==> src/rtl/switch_ingress_writer_pkg.sv <==
// Shared definitions for the ingress writer and for the requester that unpacks its sideband entries.
// Both sides pack and unpack through the helpers below, so the field layout is defined once.
package switch_ingress_writer_pkg;

  localparam int AXIS_DEST_WIDTH = 2;
  localparam int SIDEBAND_WIDTH  = 20;
  localparam int SB_PTR_WIDTH    = SIDEBAND_WIDTH - AXIS_DEST_WIDTH;

  typedef enum logic [2:0] {
    ST_IDLE    = 3'd0,
    ST_HEADER  = 3'd1,
    ST_COMMIT  = 3'd2,
    ST_PAYLOAD = 3'd3,
    ST_REWIND  = 3'd4,
    ST_DISCARD = 3'd5
  } wr_state_t;

  typedef logic [SIDEBAND_WIDTH-1:0] sideband_t;

  // The start pointer is zero-extended into the upper field; dest sits in the low bits.
  function automatic sideband_t pack_sideband(input logic [SB_PTR_WIDTH-1:0]    start_ptr,
                                              input logic [AXIS_DEST_WIDTH-1:0] dest);
    return {start_ptr, dest};
  endfunction

  function automatic logic [SB_PTR_WIDTH-1:0] sideband_ptr(input sideband_t entry);
    return entry[SIDEBAND_WIDTH-1:AXIS_DEST_WIDTH];
  endfunction

  function automatic logic [AXIS_DEST_WIDTH-1:0] sideband_dest(input sideband_t entry);
    return entry[AXIS_DEST_WIDTH-1:0];
  endfunction

endpackage

==> src/rtl/switch_ingress_writer_frame_stat_counters.sv <==
// Committed / dropped frame statistics; both counters wrap silently.
module frame_stat_counters #(
  parameter int CTR_WIDTH = 16
) (
  input  logic                 clk,
  input  logic                 reset,
  input  logic                 commit_inc,
  input  logic                 drop_inc,
  output logic [CTR_WIDTH-1:0] committed_count,
  output logic [CTR_WIDTH-1:0] dropped_count
);

  always_ff @(posedge clk or negedge reset) begin
    if (!reset) begin
      committed_count <= '0;
      dropped_count   <= '0;
    end else begin
      if (commit_inc) committed_count <= committed_count + CTR_WIDTH'(1);
      if (drop_inc)   dropped_count   <= dropped_count + CTR_WIDTH'(1);
    end
  end

endmodule

==> src/rtl/switch_ingress_writer.sv <==
// Writes one ingress frame at a time into the frame buffer, then commits it to the sideband
// queue or rewinds the buffer write cursor, depending on the filter verdict.
//
// state      | meaning
// -----------+-------------------------------------------------------------
// IDLE       | waiting for the first beat of a frame
// HEADER     | writing beats, waiting for the filter verdict
// COMMIT     | verdict forward: push {start_ptr, dest} when sideband has room
// PAYLOAD    | committed frame: write remaining beats up to tlast
// REWIND     | verdict drop: pulse frame_wrst back to the frame start
// DISCARD    | dropped frame: swallow remaining beats up to tlast
module switch_ingress_writer
  import switch_ingress_writer_pkg::*;
#(
  parameter int ADDR_WIDTH = 11,
  parameter int CTR_WIDTH  = 16
) (
  input  logic                       clk,
  input  logic                       reset,
  input  logic [15:0]                ingress_tdata,
  input  logic                       ingress_tvalid,
  input  logic                       ingress_tlast,
  output logic                       ingress_tready,
  input  logic                       filter_valid,
  input  logic                       filter_drop,
  input  logic [AXIS_DEST_WIDTH-1:0] filter_dest,
  input  logic [ADDR_WIDTH:0]        frame_wptr,
  input  logic                       frame_full,
  output logic                       frame_wen,
  output logic [15:0]                frame_wdata,
  output logic                       frame_wrst,
  output logic [ADDR_WIDTH:0]        frame_rst_wptr,
  input  logic                       sideband_full,
  output logic                       sideband_wen,
  output logic [SIDEBAND_WIDTH-1:0]  sideband_wdata,
  output logic                       scan_payload,
  output logic [CTR_WIDTH-1:0]       committed_count,
  output logic [CTR_WIDTH-1:0]       dropped_count
);

  wr_state_t                  state;
  logic [ADDR_WIDTH:0]        start_ptr;
  logic [AXIS_DEST_WIDTH-1:0] dest_q;
  logic                       done;
  logic                       scan_q;
  logic                       ready_raw;
  logic                       write_state;
  logic                       beat_ok;

  always_comb begin
    ready_raw = 1'b0;
    case (state)
      ST_IDLE:    ready_raw = ~frame_full;
      ST_HEADER:  ready_raw = ~frame_full & ~done;
      ST_PAYLOAD: ready_raw = ~frame_full;
      ST_DISCARD: ready_raw = 1'b1;
      default:    ready_raw = 1'b0;
    endcase
  end

  // Gating with reset keeps tready low while reset is held, independent of frame_full.
  assign ingress_tready = reset & ready_raw;
  assign beat_ok        = ingress_tvalid & ingress_tready;
  assign write_state    = (state == ST_IDLE) | (state == ST_HEADER) | (state == ST_PAYLOAD);

  assign frame_wen      = beat_ok & write_state;
  assign frame_wdata    = ingress_tdata;
  assign frame_wrst     = (state == ST_REWIND);
  assign frame_rst_wptr = start_ptr;
  assign sideband_wen   = (state == ST_COMMIT) & ~sideband_full;
  assign sideband_wdata = pack_sideband(SB_PTR_WIDTH'(start_ptr), dest_q);
  assign scan_payload   = scan_q;

  always_ff @(posedge clk or negedge reset) begin
    if (!reset) begin
      state     <= ST_IDLE;
      start_ptr <= '0;
      dest_q    <= '0;
      done      <= 1'b0;
      scan_q    <= 1'b0;
    end else begin
      case (state)
        ST_IDLE: begin
          if (beat_ok) begin
            start_ptr <= frame_wptr;
            scan_q    <= 1'b0;
            done      <= ingress_tlast;
            state     <= ST_HEADER;
          end
        end
        ST_HEADER: begin
          // A beat accepted alongside the verdict is already written; its tlast still counts.
          if (beat_ok && ingress_tlast) done <= 1'b1;
          if (filter_valid) begin
            dest_q <= filter_dest;
            state  <= filter_drop ? ST_REWIND : ST_COMMIT;
          end
        end
        ST_COMMIT: begin
          if (!sideband_full) begin
            scan_q <= 1'b1;
            state  <= done ? ST_IDLE : ST_PAYLOAD;
          end
        end
        ST_PAYLOAD: begin
          if (beat_ok && ingress_tlast) state <= ST_IDLE;
        end
        ST_REWIND: begin
          state <= done ? ST_IDLE : ST_DISCARD;
        end
        ST_DISCARD: begin
          if (beat_ok && ingress_tlast) state <= ST_IDLE;
        end
        default: state <= ST_IDLE;
      endcase
    end
  end

  frame_stat_counters #(
    .CTR_WIDTH (CTR_WIDTH)
  ) u_stats (
    .clk             (clk),
    .reset           (reset),
    .commit_inc      (sideband_wen),
    .drop_inc        (frame_wrst),
    .committed_count (committed_count),
    .dropped_count   (dropped_count)
  );

endmodule

==> config.mk <==
export PLATFORM = sky130hd
export DESIGN_NAME = switch_ingress_writer
export DESIGN_NICKNAME = d
export VERILOG_FILES = /design/src/rtl/switch_ingress_writer_pkg.sv /design/src/rtl/switch_ingress_writer_frame_stat_counters.sv /design/src/rtl/switch_ingress_writer.sv
export SDC_FILE = /design/constraint.sdc
export NUM_CORES = 1
export LEC_CHECK = 0
export CAP_MARGIN = 20
export CORE_MARGIN = 2
export CORE_UTILIZATION = 41
export CTS_BUF_LIST = sky130_fd_sc_hd__clkbuf_16
export CTS_CLUSTER_DIAMETER = 30
export DETAILED_ROUTE_END_ITERATION = 12
export MAX_ROUTING_LAYER = met4
export PLACE_DENSITY_LB_ADDON = 0.1
export SYNTH_ARGS = -nofsm -noshare
export SYNTH_HDL_FRONTEND = slang
export SYNTH_SLANG_ARGS = --single-unit
==> constraint.sdc <==
create_clock -name clk -period 2.9 [get_ports clk]
set_clock_uncertainty 0.05 [all_clocks]
set_input_delay 0.87 -clock clk [delete_from_list [all_inputs] [get_ports clk]]
set_output_delay 0.87 -clock clk [all_outputs]
set_load 0.005 [all_outputs]
Word level (Yosys, flattened, before mapping):

Cells that the tools add are included.

* flip-flop bits (word level): 51
* memory bits (writable): 0
* bits in read-only memories: 0
* latch bits: 0
* word-level logic and storage cells: 55
* bits of input ports: 38
* memories: 0

* shift-type cells: 0
* reduce and logical (&&, ||, !) cells: 11
* bitwise operators: 10
* multiply operators: 0
* divide/modulo/power cells: 0
* mux-type cells: 15
* equal/unequal tests: 10
* order comparisons: 0
* $add $sub $neg: 2

Operator list (number)
* adder 16 x 1 -> 16 bit, second input constant: 2
* 2-to-1 mux 3 bit: 6
* case mux 3 bit (5 select lines): 1
* equality test 3 x 2 -> 1 bit, second input constant: 2
* equality test 3 bit, second input constant: 2
* inequality test 2 bit, second input constant: 3
* AND reduction 3 bit: 2
* bitwise AND 1 bit: 5
* 2-to-1 mux 1 bit: 4
* inequality test 2 x 1 -> 1 bit, second input constant: 2
* case mux 1 bit (2 select lines): 2
* AND reduction 2 bit: 2
* AND reduction 4 bit: 1
* nonzero test 2 bit: 2
* OR reduction 2 bit: 2
* equality test 3 x 1 -> 1 bit, second input constant: 1
* zero test 3 bit: 1
* NOT 1 bit: 3
* case mux 1 bit (3 select lines): 1
* 2-to-1 mux 2 bit: 1
* bitwise OR 1 bit: 2
* logical AND 1 bit: 1

Depth between registers and ports, before layout:

* depth after elaboration: 8
* depth in mapped cells: 6

Cells and area by module:

From an unflattened synthesis, not the netlist that was laid out.

* cells, all modules: 238
* area total of the unflattened synthesis: 2622.5 µm²

Modules (own cells, without submodules)
* frame_stat_counters: cells each 113, sequential area each 800.8 µm², instances 1, area each 1387.6 µm²
* switch_ingress_writer: cells each 125, sequential area each 475.5 µm², instances 1, area each 1234.9 µm²

Worst setup path after synthesis:

Ideal clock, no wire load.

* path type: input -> output
* start point: input port frame_full
* end point: output port frame_wen
* data required time: 1980 ps
* setup slack: 51 ps
* cell stages on the path: 3
* path buffers: 0
* arrival time: 1929 ps
* cell sequence: or4b_4 -> a31oi_4 -> nor3b_1

* cells in the longest elaborated chain, start to end: 6

RTL lines
* start, declared: RTL line switch_ingress_writer.sv:28 `input logic frame_full,`
* NOT 1 bit (*): RTL line switch_ingress_writer.sv:53, switch_ingress_writer.sv:54, switch_ingress_writer.sv:55
* bitwise AND 1 bit: RTL line switch_ingress_writer.sv:54 `ST_HEADER: ready_raw = ~frame_full & ~done;`
* case mux 1 bit (3 select lines) (*): RTL line switch_ingress_writer.sv:52 `case (state)`
* bitwise AND 1 bit (*): RTL line switch_ingress_writer.sv:62 `assign ingress_tready = reset & ready_raw;`
* bitwise AND 1 bit (*): RTL line switch_ingress_writer.sv:63 `assign beat_ok = ingress_tvalid & ingress_tready;`
* bitwise AND 1 bit (*): RTL line switch_ingress_writer.sv:66 `assign frame_wen = beat_ok & write_state;`
* end, declared: RTL line switch_ingress_writer.sv:29 `output logic frame_wen,`

Every way passes the cells marked *; elsewhere a longest branch is shown, timed or not.

Worst setup path in the final report:

Ends and elaborated chain as after synthesis.

==> impl_metrics.toml <==
[drt]
dr.pass1.iters = 4
drt_first_iter_violations = 41
vias = 1799
route.detailed.wl_per_inst_um = 13.1
detail_route.wirelength_um = 4920
ant_nets = 0
remaining_drc_errors = 0
viasPerCell = 4.78

[cts]
cts-htree-levels = 2
tritoncts = "done"
clock_sinks = 51
ctsLongestPathBuffers = 2
root_buffer = "sky130_fd_sc_hd__clkbuf_16"
clkLatencyLatePin_ps = 280
tritoncts.num_buffers = 5
post-cts-setup-buffers = 0
worst_setup_hold_path_clk_slew_ps = 70

[worst_hold_path]
timing.hold.worst.start = "u_stats.dropped_count[15]$_DFFE_PN0P_"
worst_hold_path.endpoint = "u_stats.dropped_count[15]$_DFFE_PN0P_"
worst_hold_path_class = "flop to flop"
cells_on_worst_hold_path = 1

[synth]
synth_seq_area_share_pct = 49.0
synth_cell_type_count = 42
postSynthAreaPerCell_um2 = 11.4
synth-edff-count = 0
ys_async_sr_fraction_pct = 100
postSynthRegisterBits = 51
post_synth_design_cell_area_um2 = 2610
synth_ff_type = "sky130_fd_sc_hd__dfrtp_1"
synthCells = 228
synth-warning-count = 0

[worst_setup_path]
critPathCaptureType = "output pin"
timing.setup.critical_path_class = "primary input to output pin"
worst_r2r_startpoint = "state[1]$_DFFE_PN0P_"
required_ps = 1980
slowest_stage = "sky130_fd_sc_hd__or4b_4"
arrival_worst_endpoint_ps = 1950
critical_path_buf_inv_count = 2
cp_slowest_stage_delay_ps = 500
reg2reg_setup_slack_ps = 710
reg2reg_to = "frame_rst_wptr[1]$_DFFE_PN0P_"
register_to_register_path_depth = 6
path_delay_family = "simple AND/OR/NAND/NOR gates"
crit_path_max_fanout = 2
critical_path.cell_chain = "buf_6, or4b_4, a31oi_4, nor3b_2, buf_2"
crit_path_start_kind = "primary input"

[final_layout]
seqCellArea_um2 = 1280
multiInputGateArea_um2 = 1060
drive_above_1_share_pct = 13.7
fin_util_pct = 56.4
stdcell_count = 376
areaGrowthSynthToFinish_pct = 35.0
num-fill-cells = 554
finalNetCount = 338
n_antenna_cell = 0

[run]
cap_viol_max_count = 0

[placed_design]
place.port_buffers = 84
place_inst = 368
pre_cts_slack_ps = -788
detailedPlacementHpwl_um = 3580
globalplace.congestion = 0.825

[timing]
timing.max_slew.rel_slack_pct = 57.3
finalSetupViolCount = 0
fmax_achieved_mhz = 349
grt_setup_unrepaired = "no"
timing_hold_violations_final = 0
least_margin_pin_slew_ps = 640
final_critical_path_setup_slack_ps = 33.8
period_minus_slack_ps = 2870
final.period_utilization_pct = 98.8
maxSlewViolCount = 0

[floorplanning]
die_x_um = 83.7
io-pin-count = 123
die_y_um = 83.7
die_area_um2 = 7010
start_util_pct = 41.8
coreArea_um2 = 6240
core.rowCount = 29

[global_routing]
grt_start_max_net_pins = 52
global_route.usage.total_pct = 15.4
initial_antenna_violation_count = 0
grt_first_pass_wirelength_um = 8430
first_global_vias = 1734
global_route.overflow_total = 0

[power]
max-vdd-ir-drop_mv = 0.412
power_density_nw_per_um2 = 756
power.static_leakage_nw = 1.53
report.power.total_mw = 2.66

[outcome]
run_status = "finished, final reports clean"
==> layout make-up <==
cell class                      count  area share, %
Clock inverter                      3          0.569
Clock buffer                        5           3.56
Multi-Input combinational cell    140           30.0
Inverter                            2          0.213
Sequential cell                    51           36.3
Tap cell                           77           2.74
Timing Repair Buffer               98           26.6
==> worst max path at each step <==
stage | from | endpoint | slack [ps] | depth (start not counted)
floorplan | frame_full | frame_wen | 50 | 3
finish | frame_full | frame_wen | 30 | 5
global route | frame_full | frame_wen | 5 | 5
detailed placement | frame_full | frame_wen | -790 | 5
global placement | frame_full | frame_wen | -790 | 5
CTS | frame_full | frame_wen | -40 | 5
==> report_power, final <==
part / switching, mW / leakage [nW] / internal, mW
Clock: 0.245 / 0.0658 / 0.318
Combinational: 0.369 / 0.796 / 0.708
Sequential: 0.138 / 0.669 / 0.883
Total: 0.753 / 1.53 / 1.91
==> cells by family after synthesis <==
kind of cell / after synthesis / synth area share, %
muxes: 16 / 8.07
other: 1 / 0.144
AOI/OAI and AO/OA: 15 / 4.56
xor gates and xnor gates: 31 / 10.4
adders and majority gates: 2 / 0.960
buffers and inverters: 42 / 11.4
DFF: 51 / 49.0
and+or+nand+nor: 70 / 15.5
==> worst register-to-register path: cells and delay by family, from the launching register on <==
kind / cells / cell delay [ps]
AOI/OAI and AO/OA: 1 / 170
buffers and inverters: 1 / 200
DFF: 1 / 400
muxes: 1 / 360
and+or+nand+nor: 3 / 900
==> layout by cell type, fill, tap and decap left out, drive strengths merged, types with 2 or more instances in the layout <==
cell / Yosys / layout
a31oi: 3 / 3
clkinvlp: 0 / 2
nand2: 18 / 18
nand3: 11 / 11
nor2: 9 / 9
clkdlybuf4s50: 0 / 79
xor2: 6 / 6
mux2: 16 / 16
and4: 3 / 3
a21oi: 2 / 2
and2: 3 / 3
buf: 38 / 17
ha: 2 / 2
a21o: 3 / 3
inv: 2 / 2
dfrtp: 51 / 51
and3: 5 / 5
nor3b: 3 / 3
clkbuf: 2 / 5
nor2b: 2 / 2
nor3: 2 / 2
nand4: 8 / 8
xnor2: 25 / 25
conb: 1 / 6
==> registers in the layout, indices dropped and copies added, names as in the netlist <==
signal                   flops
dest_q                       2
u_stats.committed_count     16
u_stats.dropped_count       16
scan_payload                 1
frame_rst_wptr              12
done                         1
state                        3
==> metrics by stage <==
stage | hold slack (ps) | cell area, µm² | TNS [ps]
6_report | 428 | 3520 | 0
5_1_grt | 442 | 3520 | 0
4_1_cts | 427 | 3520 | -41.4
3_5_place_dp | 417 | 3370 | -1750
3_3_place_gp | 410 | 3370 | -1510
2_1_floorplan | 418 | 2630 | 0
==> routing by layer <==
metal	vias to the layer above	share of wire [%]	GRT usage (%)
li1	875	-	-
met1	858	47	20.7
met2	60	46	22.8
met3	6	6.3	3.76
met4	0	0.77	5.28
met5	-	0	-
==> Yosys cell counts, types with 2 or more instances <==
cell | number | area (µm²)
sky130_fd_sc_hd__and3_1 | 5 | 31.3
sky130_fd_sc_hd__buf_4 | 34 | 255
sky130_fd_sc_hd__a21o_1 | 3 | 22.5
sky130_fd_sc_hd__mux2_2 | 2 | 22.5
sky130_fd_sc_hd__nor3b_1 | 2 | 15.0
sky130_fd_sc_hd__dfrtp_1 | 51 | 1280
sky130_fd_sc_hd__and4_1 | 3 | 26.3
sky130_fd_sc_hd__mux2_1 | 6 | 67.6
sky130_fd_sc_hd__xor2_1 | 6 | 52.6
sky130_fd_sc_hd__nand4_1 | 8 | 50.1
sky130_fd_sc_hd__xnor2_1 | 25 | 219
sky130_fd_sc_hd__nor2_1 | 9 | 33.8
sky130_fd_sc_hd__ha_1 | 2 | 25.0
sky130_fd_sc_hd__and2_1 | 3 | 18.8
sky130_fd_sc_hd__inv_1 | 2 | 7.51
sky130_fd_sc_hd__nor3_1 | 2 | 10.0
sky130_fd_sc_hd__buf_2 | 3 | 15.0
sky130_fd_sc_hd__nor2b_1 | 2 | 12.5
sky130_fd_sc_hd__clkbuf_1 | 2 | 7.51
sky130_fd_sc_hd__nand3_1 | 11 | 55.1
sky130_fd_sc_hd__nand2_1 | 17 | 63.8
sky130_fd_sc_hd__mux2_4 | 8 | 120
sky130_fd_sc_hd__a21oi_1 | 2 | 10.0
sky130_fd_sc_hd__a31oi_1 | 2 | 12.5
==> timing repair <==
action / CTS / global route
resized for setup: 13 / 0
setup endpoints to repair: 3 / 1
hold buffers: 0 / 0
pin swaps: 2 / 2
Note: power is estimated with default switching activity, not from simulation.
